===== src/rtl/instr_sequencer.sv =====
// Multi-cycle fetch/decode/exec/mem/wb sequencer; outputs are combinational from state, mem_ready, branch_taken.
// Memory waits stretch FETCH/MEM with request signals held; retire counted in retired_cnt.
module instr_sequencer #(
  parameter int CNT_W = 16
) (
  input  logic             clk,
  input  logic             rst,
  input  logic             run,
  input  logic [1:0]       instr_class,
  input  logic             dec_mem_write,
  input  logic             dec_wb_sel,
  input  logic [2:0]       jump_ctrl,
  input  logic             branch_taken,
  input  logic             mem_ready,
  output logic             mem_req,
  output logic             mem_we,
  output logic             addr_sel,
  output logic             ir_load,
  output logic             rf_we,
  output logic             wb_sel,
  output logic             pc_en,
  output logic             pc_sel,
  output logic             retire,
  output logic             halted,
  output logic [CNT_W-1:0] retired_cnt,
  output logic [2:0]       state
);

  typedef enum logic [2:0] {
    S_IDLE   = 3'd0,
    S_FETCH  = 3'd1,
    S_DECODE = 3'd2,
    S_EXEC   = 3'd3,
    S_MEM    = 3'd4,
    S_WB     = 3'd5,
    S_HALT   = 3'd6
  } state_t;

  localparam logic [1:0] CLS_MEM  = 2'b00;
  localparam logic [1:0] CLS_ALU  = 2'b01;
  localparam logic [1:0] CLS_JUMP = 2'b10;
  localparam logic [1:0] CLS_ILL  = 2'b11;

  state_t           r_state;
  state_t           w_next;
  logic             r_halted;
  logic [CNT_W-1:0] r_cnt;
  logic             w_retire;

  always_ff @(posedge clk) begin
    if (rst) begin
      r_state  <= S_IDLE;
      r_halted <= 1'b0;
      r_cnt    <= '0;
    end else begin
      r_state <= w_next;
      if (w_next == S_HALT) r_halted <= 1'b1;
      if (w_retire) r_cnt <= r_cnt + 1'b1;
    end
  end

  always_comb begin
    w_next   = r_state;
    mem_req  = 1'b0;
    mem_we   = 1'b0;
    addr_sel = 1'b0;
    ir_load  = 1'b0;
    rf_we    = 1'b0;
    wb_sel   = 1'b0;
    pc_sel   = 1'b0;
    w_retire = 1'b0;
    case (r_state)
      S_IDLE: if (run) w_next = S_FETCH;
      S_FETCH: begin
        mem_req = 1'b1;
        if (mem_ready) begin
          ir_load = 1'b1;
          w_next  = S_DECODE;
        end
      end
      S_DECODE: w_next = (instr_class == CLS_ILL) ? S_HALT : S_EXEC;
      S_EXEC: begin
        case (instr_class)
          CLS_ALU: w_next = S_WB;
          CLS_MEM: w_next = S_MEM;
          CLS_JUMP: begin
            w_retire = 1'b1;
            pc_sel   = (jump_ctrl != 3'b111) && branch_taken;
          end
          default: w_next = S_HALT;
        endcase
      end
      S_MEM: begin
        // request signals depend only on state and IR, so they stay flat across waits
        mem_req  = 1'b1;
        addr_sel = 1'b1;
        mem_we   = dec_mem_write;
        if (mem_ready) begin
          if (dec_mem_write) w_retire = 1'b1;
          else               w_next   = S_WB;
        end
      end
      S_WB: begin
        rf_we    = 1'b1;
        wb_sel   = dec_wb_sel;
        w_retire = 1'b1;
      end
      S_HALT: w_next = S_HALT;
      default: w_next = S_IDLE;
    endcase
    if (w_retire) w_next = run ? S_FETCH : S_IDLE;
  end

  assign pc_en       = w_retire;
  assign retire      = w_retire;
  assign halted      = r_halted;
  assign retired_cnt = r_cnt;
  assign state       = r_state;

endmodule

===== config.mk =====
export PLATFORM = sky130hd
export DESIGN_NAME = instr_sequencer
export DESIGN_NICKNAME = d
export VERILOG_FILES = /design/src/rtl/instr_sequencer.sv
export SDC_FILE = /design/constraint.sdc
export NUM_CORES = 1
export LEC_CHECK = 0
export CELL_PAD_IN_SITES_DETAIL_PLACEMENT = 0
export CELL_PAD_IN_SITES_GLOBAL_PLACEMENT = 2
export CORE_MARGIN = 4
export CORE_UTILIZATION = 22
export DETAILED_ROUTE_END_ITERATION = 8
export PLACE_DENSITY_LB_ADDON = 0.1
export SETUP_SLACK_MARGIN = 0.05
export SLEW_MARGIN = 15
export SYNTH_ARGS = -nofsm -noshare
export SYNTH_HDL_FRONTEND = slang
export SYNTH_SLANG_ARGS = --single-unit

===== constraint.sdc =====
create_clock -name clk -period 1.9 [get_ports clk]
set_clock_uncertainty 0.15 [all_clocks]
set_input_delay 0.38 -clock clk [delete_from_list [all_inputs] [get_ports clk]]
set_output_delay 0.38 -clock clk [all_outputs]
set_load 0.01 [all_outputs]

== After elaboration in Yosys (flattened, before gate mapping) ==
Cells that the tools add are included.

* Input bits: 12
* Word-level logic and storage cells: 41
* Output and inout port bits: 29
* Register bits: 20

* Reductions and logical operators: 4
* Eq/ne operators: 11
* Add/subtract/negate cells: 1
* Multiplexer cells: 22

{| class="wikitable"
|+ Operator list
! kind !! count
|-
| case mux 3 bit (7 select lines) || 1
|-
| 2-to-1 mux 3 bit || 6
|-
| adder 16 x 1 -> 16 bit, second input constant || 1
|-
| 2-to-1 mux 1 bit || 13
|-
| == test 3 bit, second input constant || 4
|-
| case mux 3 bit (3 select lines) || 1
|-
| == test 3 x 2 -> 1 bit, second input constant || 2
|-
| == test 2 bit, second input constant || 2
|-
| == test 3 x 1 -> 1 bit, second input constant || 1
|-
| zero test 3 bit || 1
|-
| != test 3 bit, second input constant || 1
|-
| case mux 1 bit (3 select lines) || 1
|-
| == test 2 x 1 -> 1 bit, second input constant || 1
|-
| zero test 2 bit || 1
|-
| OR reduction 2 bit || 1
|-
| logical AND 1 bit || 1
|}

== Logic depth before layout (Yosys ltp) ==
Gate-level depths: netlist of the first run.

* Depth after elaboration: 5
* Mapped depth: 7
* Mapped depth without buffers: 4

== Worst setup path before layout of the first run ==
Ideal clock, no wire load.

* Path kind: register to register
* Start point: register r_state[0] (netlist: state[0])
* End point: register r_cnt[12] (netlist: retired_cnt[12])
* Setup time: 0.070 ns
* Slack: -0.046 ns
* Cell stages (with the launch flop): 7
* Path buffers: 2
* Data required time: 1.680 ns
* Arrival time: 1.725 ns
* Path through: dfxtp_1 buf_2 nand2b_4 o32a_4 buf_6 or4_1 a21oi_1

* Longest elaborated chain between the ends: 2
* Elaborated cells between the ends (all ways): 4
* Those cells by class: eq/ne (3); mux (1)

{| class="wikitable"
|+ Ends and longest elaborated chain
! item !! line !! RTL
|-
| start: declaration || 44 || <nowiki>state_t r_state;</nowiki>
|-
| start signal: assignment || 56 || <nowiki>r_state <= w_next;</nowiki>
|-
| == test 3 bit / == test 3 x 2 -> 1 bit (equally long branches) || 72 || <nowiki>case (r_state)</nowiki>
|-
| case mux 1 bit (3 select lines) * || 72 ||
|-
| end signal: assignment || 58 || <nowiki>if (w_retire) r_cnt <= r_cnt + 1'b1;</nowiki>
|-
| end: declaration || 47 || <nowiki>logic [CNT_W-1:0] r_cnt;</nowiki>
|}

Every way passes the cells marked *; elsewhere a longest branch is shown, timed or not.
A chain may end at the register's enable or synchronous reset.

== Final worst setup path of the first run ==
* Start point: register r_state[1] (netlist: state[1])
* End point: register r_cnt[15] (netlist: retired_cnt[15])

The elaborated chain is that of the path after synthesis.

==> reports/results.txt, run 1 <==
Outcome: complete, no violations
Unrepaired setup endpoints after global routing: yes
GR Util All Layers: 0.1288
HPWL after detailed placement: 2765 um
Maximum number of pins on one net before global-route repair: 12
Post-DP Area: 1763 sq um
Internal power: 0.0007451 W
Startpoint class of the critical path: register
Number of register bits inferred by synthesis: 20
Arrival time reported for the critical path endpoint: 1.91 ns
First-pass iteration count of the detailed router: 4
Req. time, crit path: 1.95 ns
Die outline height: 79.90 um
CTS sink count: 20
Post-synthesis instance area: 1137 sq um
Switch share: 0.2755
Pleak: 0.7950 nW
Count of antenna diodes in the layout: 0
Top-area cell type share of the netlist area: 0.3520
Switching component of the power: 0.0002833 W
Final Hold Fails: 0
Clock tree buffer depth: 2
Crit path capture type: register
Average wire per cell in the routed design: 14.51 um
Warnings, synthesis: 0
Post-synth net total: 149
Final-stage net count: 219
Syn avg cell area: 8.363 sq um
Clock tree from TritonCTS: yes
Placed Instances: 260
Final critical-path share of the clock period: 0.9791
Initial antenna violation count: 0
Predominant post-synthesis flop cell: dfxtp_1
Starting density of the core: 0.2331
Flop pwr share: 0.430
# setup viols final: 0
Port Buffers: 40
Final-layout fill cell count: 513
Area growth from synthesis to layout: 76.13%
Via total after detailed routing: 1329
Clock root buffer: clkbuf_8
Via count of the first global-routing pass: 1340
Share of async-settable or async-resettable flops after synthesis: 0
Number of nets with antenna violations after detailed routing: 0
Clock latency of the later-clocked register in the worst-skew pair: 0.26 ns
Top cell types by occurrence after synthesis: dfxtp_1 (20), a21oi_1 (18), nand2_1 (8), o31ai_1 (8), or4_1 (8)
Number of flops mapped to enable cells by yosys: 0
Worst vdd ir: 209.7 uV
Top-Level Pins: 41
Slew at the pin closest to its max-slew limit: 0.3969 ns
Clock buffers created by TritonCTS: 3
Worst hold slack: 0.3188 ns
Drc violations: 0
Post-cts hold buffer count: 0
Synthesized netlist cell count: 136
Iteration-0 DRC count of the detailed router: 40
Cell taking the most area after synthesis: dfxtp_1
Worst min-delay path class: register to register
Per-cell via count in the routed design: 4.886
Part of the power in the clock network: 0.324
Max Fclk: 0.5376 GHz
Shortest clock period the worst path allows after layout: 1.860 ns
Cells taking the most area after synthesis: dfxtp_1 (35%), a21oi_1 (7.9%), o31ai_1 (5.3%), or4_1 (5.3%), nand4_1 (2.8%)
Clock slew at the register clock pins of the worst setup and hold paths: 0.08 ns
Final weighted congestion in routability-driven placement: 0.7910
Rows: 25
Total Wirelength: 3948 um
Number of H-tree levels: 1
Worst relative slew slack: 0.7319
Finished layout cell area: 2003 sq um
Final slew viol count: 0
Core region area: 4880 sq um
Top-count cell post-synth: dfxtp_1
Horizontal extent of the die: 79.90 um
Highest fanout seen on the critical path: 6
Worst setup path class: register to register
Sequential fraction of the synthesis area: 0.3520
Pwr/cell area: 513.4 nW/um^2
Fraction of layout instances using a drive strength above 1: 0.3463
Non-filler cells in the finished layout: 272
Total congestion overflow: 0
Part of the total power dissipated in combinational logic: 0.246
Count of cell types in the netlist: 40
Count of maximum capacitance violations: 0
Die ar.: 6384 sq um
Global-route wire length before repair: 6527 um
## cells by family after synthesis
kind of cell / after synthesis / synth area share
flops: 20 / 0.3520
xor+xnor: 2 / 0.01540
simple gates: 58 / 0.3102
compound gates: 41 / 0.2420
buf+inv: 13 / 0.06049
fa+ha+maj: 1 / 0.01100
mux: 1 / 0.008801
## repair_timing
item / in CTS / in global routing
gates cloned: 3 / 0
endpoints found under the setup margin: 27 / 27
setup buffers: 3 / 2
pin swaps: 14 / 16
resized for setup: 50 / 28
## critical path, stage by stage, from the launching register on
cell and delay (ns):
dfxtp_4 0.37, nand3b_1 0.09, buf_6 0.15, o32a_4 0.39, or4b_4 0.52, a21oi_2 0.12
## state kept, by name, indices dropped and copies added (netlist names)
register,cells
halted,1
retired_cnt,16
state,3
## power by group through the flow
| stage | clock (W) | sequential [W] | combinational (W) |
|---|---|---|---|
| floorplan | 0 | 0.000449 | 0.0000988 |
| global placement | 0 | 0.000452 | 0.000221 |
| detailed placement | 0 | 0.000452 | 0.000223 |
| CTS | 0.000350 | 0.000442 | 0.000242 |
| global route | 0.000368 | 0.000444 | 0.000275 |
| finish | 0.000334 | 0.000442 | 0.000253 |
## per-stage QoR
stage / TNS [ns] / power [W] / setup WS (ns) / utilization
floorplan: 0 / 0.0005477 / 0.05106 / -
global placement: -9.034 / 0.0006732 / -0.5272 / 0.3613
detailed placement: -9.504 / 0.0006750 / -0.5359 / 0.3613
CTS: -0.04297 / 0.001033 / -0.02256 / 0.3877
global route: -0.008427 / 0.001087 / -0.008427 / 0.4105
finish: 0 / 0.001028 / 0.03976 / 0.4105
## metal layers
| layer | track usage | up-vias | part of all wire |
|---|---|---|---|
| li1 | - | 665 | - |
| met1 | 0.1826 | 626 | 0.52 |
| met4 | 0.03041 | 0 | 0.0096 |
| met3 | 0.03612 | 6 | 0.048 |
| met2 | 0.1912 | 32 | 0.43 |
| met5 | 0 | - | 0 |
## path summary, 6_finish.rpt
path                            startpoint         endpoint  slack [ns]  depth (start not counted)
worst max-delay path              state[1]  retired_cnt[15]        0.04                          5
worst min-delay path                halted           halted        0.32                          2
worst max register to register    state[1]  retired_cnt[15]        0.04                          5
worst min register to register      halted           halted        0.32                          2
## cell usage in the layout (no fill, tap or decap), types with 2 or more instances in the layout
cell type and instances:
buf_4 28, clkdlybuf4s50_1 20, dfxtp_1 14, a21oi_1 11, o31ai_1 8, nand2_1 7, nor2_1 6, nand3_1 6
or4_1 6, a21oi_2 6, buf_2 6, dlymetal6s2s_1 6, dlygate4sd2_1 6, nand4_1 5, o21ai_0 5, inv_1 4
clkbuf_8 4, buf_6 4, dfxtp_4 4, o32a_4 3, or3_1 3, nand3b_1 2, nand2b_1 2, and2_1 2
nor3_1 2, a211o_1 2, nor2b_1 2, or4_4 2, o41ai_1 2, dfxtp_2 2
## layout make-up
| cell class | instances | area [sq um] | area share |
|---|---|---|---|
| Timing Repair Buffer | 72 | 629.4 | 0.3142 |
| Clock buffer | 4 | 55.05 | 0.02748 |
| Sequential cell | 20 | 417.9 | 0.2086 |
| Multi-Input combinational cell | 105 | 802.0 | 0.4004 |
| Inverter | 4 | 15.01 | 0.007495 |
| Tap cell | 67 | 83.83 | 0.04185 |
Note: power is estimated with default switching activity, not from simulation.
==> run 2, diff against run 1 <==
Settings changed: PLACE_DENSITY_LB_ADDON 0.1 to 0.2.
==> reports/results.txt, run 2 (same netlist as run 1, synthesis figures left out) <==
Via total after detailed routing: 1419
Area of the multi-input gates: 814.5 sq um
Slew at the pin closest to its max-slew limit: 0.3752 ns
GR Util All Layers: 0.1305
Clock root buffer: clkbuf_8
Switch share: 0.2850
Final-stage net count: 225
Failing checks: negative setup slack
Final-layout fill cell count: 512
Cells along the critical path: buf_6 -> nand3b_1 -> buf_4 -> o32a_4 -> buf_4 -> o21ai_0 -> a21oi_1
Die ar.: 6384 sq um
Core region area: 4880 sq um
Worst setup path class: register to register
Maximum number of pins on one net before global-route repair: 20
Largest delay share family, worst path: compound AO/OA/AOI/OAI gates
Part of the total power dissipated in combinational logic: 0.291
Count of maximum capacitance violations: 0
Final weighted congestion in routability-driven placement: 0.8221
Area taken by flip-flops and latches: 412.9 sq um
Total Wirelength: 4301 um
Worst-case setup margin in the final layout: -0.03323 ns
Iteration-0 DRC count of the detailed router: 115
Crit path capture type: register
Placed Instances: 257
Die outline height: 79.90 um
Max FFs per register: 16
Worst relative slew slack: 0.7466
Per-cell via count in the routed design: 5.123
Pwr/cell area: 501.0 nW/um^2
Worst hold slack: 0.3345 ns
Largest stage delay, worst path: 0.36 ns
Number of nets with antenna violations after detailed routing: 0
Area growth from synthesis to layout: 78.88%
Final critical-path share of the clock period: 1.017
Finished layout cell area: 2034 sq um
Req. time, crit path: 1.88 ns
Drc violations: 0
Initial antenna violation count: 0
Max Fclk: 0.5173 GHz
First-pass iteration count of the detailed router: 4
Outcome: complete, but fails checks
Highest-count cells in the layout ignoring fill and taps: buf_4 (34), clkdlybuf4s50_1 (23), dfxtp_1 (16), a21oi_1 (14)
Unrepaired setup endpoints after global routing: yes
Cell with the biggest individual delay on the critical path: dfxtp_4
Clock slew at the register clock pins of the worst setup and hold paths: 0.07 ns
Part of the power in the clock network: 0.274
Switching component of the power: 0.0002905 W
CTS sink count: 20
Non-filler cells in the finished layout: 277
Overall power of the completed layout: 0.001019 W
Count of antenna diodes in the layout: 0
Clock buffers created by TritonCTS: 3
Internal power: 0.0007287 W
Clock tree buffer depth: 2
Pleak: 0.7401 nW
# setup viols final: 1
Via count of the first global-routing pass: 1382
Worst vdd ir: 234.6 uV
Global-route wire length before repair: 6651 um
Highest fanout seen on the critical path: 5
Number of H-tree levels: 1
Clock latency of the later-clocked register in the worst-skew pair: 0.26 ns
Startpoint class of the critical path: register
Final slew viol count: 0
Clock tree from TritonCTS: yes
Top-Level Pins: 41
Most frequent standard cell in the layout excluding fill and tap cells: buf_4
Port Buffers: 40
Fraction of layout instances using a drive strength above 1: 0.3429
HPWL after detailed placement: 2662 um
Arrival time reported for the critical path endpoint: 1.91 ns
Shortest clock period the worst path allows after layout: 1.933 ns
Rows: 25
Post-DP Area: 1753 sq um
Worst min-delay path class: register to register
Flop pwr share: 0.435
Final Hold Fails: 0
Average wire per cell in the routed design: 15.53 um
Cell seen most often among critical-path stages: buf_4
Total congestion overflow: 0
Bufs and invs on worst path: 3
Starting density of the core: 0.2331
Horizontal extent of the die: 79.90 um
run 2: cell count changes in the layout (fill, tap and decap cells not counted), sizes merged:
| cell | delta |
|---|---|
| dlygate4sd2 | +1 |
| o32a | +1 |
| clkbuf | -1 |
| dlymetal6s2s | -5 |
| buf | +6 |
| clkdlybuf4s50 | +3 |
run 2: timing repair:
item / 4_1_cts / 5_1_grt
gates resized for setup: 56 / 16
cloned: 3 / 0
hold buffers: 0 / 0
pin swaps: 16 / 17
buffers inserted: 8 / 6
setup endpoints to repair: 26 / 17
run 2: final timing paths:
path	start	end	slack, ns	cells after the start
worst min-delay path	halted	halted	0.33	2
worst max-delay path	state[1]	retired_cnt[3]	-0.03	7
worst max register to register	state[1]	retired_cnt[3]	-0.03	7
worst min register to register	halted	halted	0.33	2
run 2: worst register-to-register path, stage by stage (launching register included):
cell	delay, ns
dfxtp_4	0.36
buf_6	0.11
nand3b_1	0.24
buf_4	0.20
o32a_4	0.24
buf_4	0.16
o21ai_0	0.22
a21oi_1	0.12
run 2: layout make-up:
type	count	area share
Sequential cell	20	0.2030
Clock buffer	3	0.02030
Timing Repair Buffer	77	0.3278
Tap cell	67	0.04121
Multi-Input combinational cell	106	0.4004
Inverter	4	0.007380
run 2: per-layer routing:
layer / global-route usage / vias to the layer above / part of all wire
li1: - / 686 / -
met1: 0.1705 / 662 / 0.45
met2: 0.2111 / 57 / 0.47
met3: 0.01919 / 14 / 0.050
met4: 0.05743 / 0 / 0.026
met5: 0 / - / 0
run 2: metrics by stage:
step	TNS (ns)	utilization	setup WS, ns
final	-0.03323	0.4169	-0.03323
after global placement	-8.446	0.3592	-0.5059
after global routing	-0.1015	0.4169	-0.06245
after floorplan	0	-	0.05106
after CTS	0	0.4023	0.01843
after detailed placement	-8.765	0.3592	-0.5392
run 2: power groups by stage:
stage | combinational (W) | clock [W] | sequential (W)
after global placement | 0.000218 | 0 | 0.000451
after global routing | 0.000315 | 0.000293 | 0.000445
after floorplan | 0.0000988 | 0 | 0.000449
final | 0.000297 | 0.000280 | 0.000443
after detailed placement | 0.000219 | 0 | 0.000450
after CTS | 0.000259 | 0.000282 | 0.000444
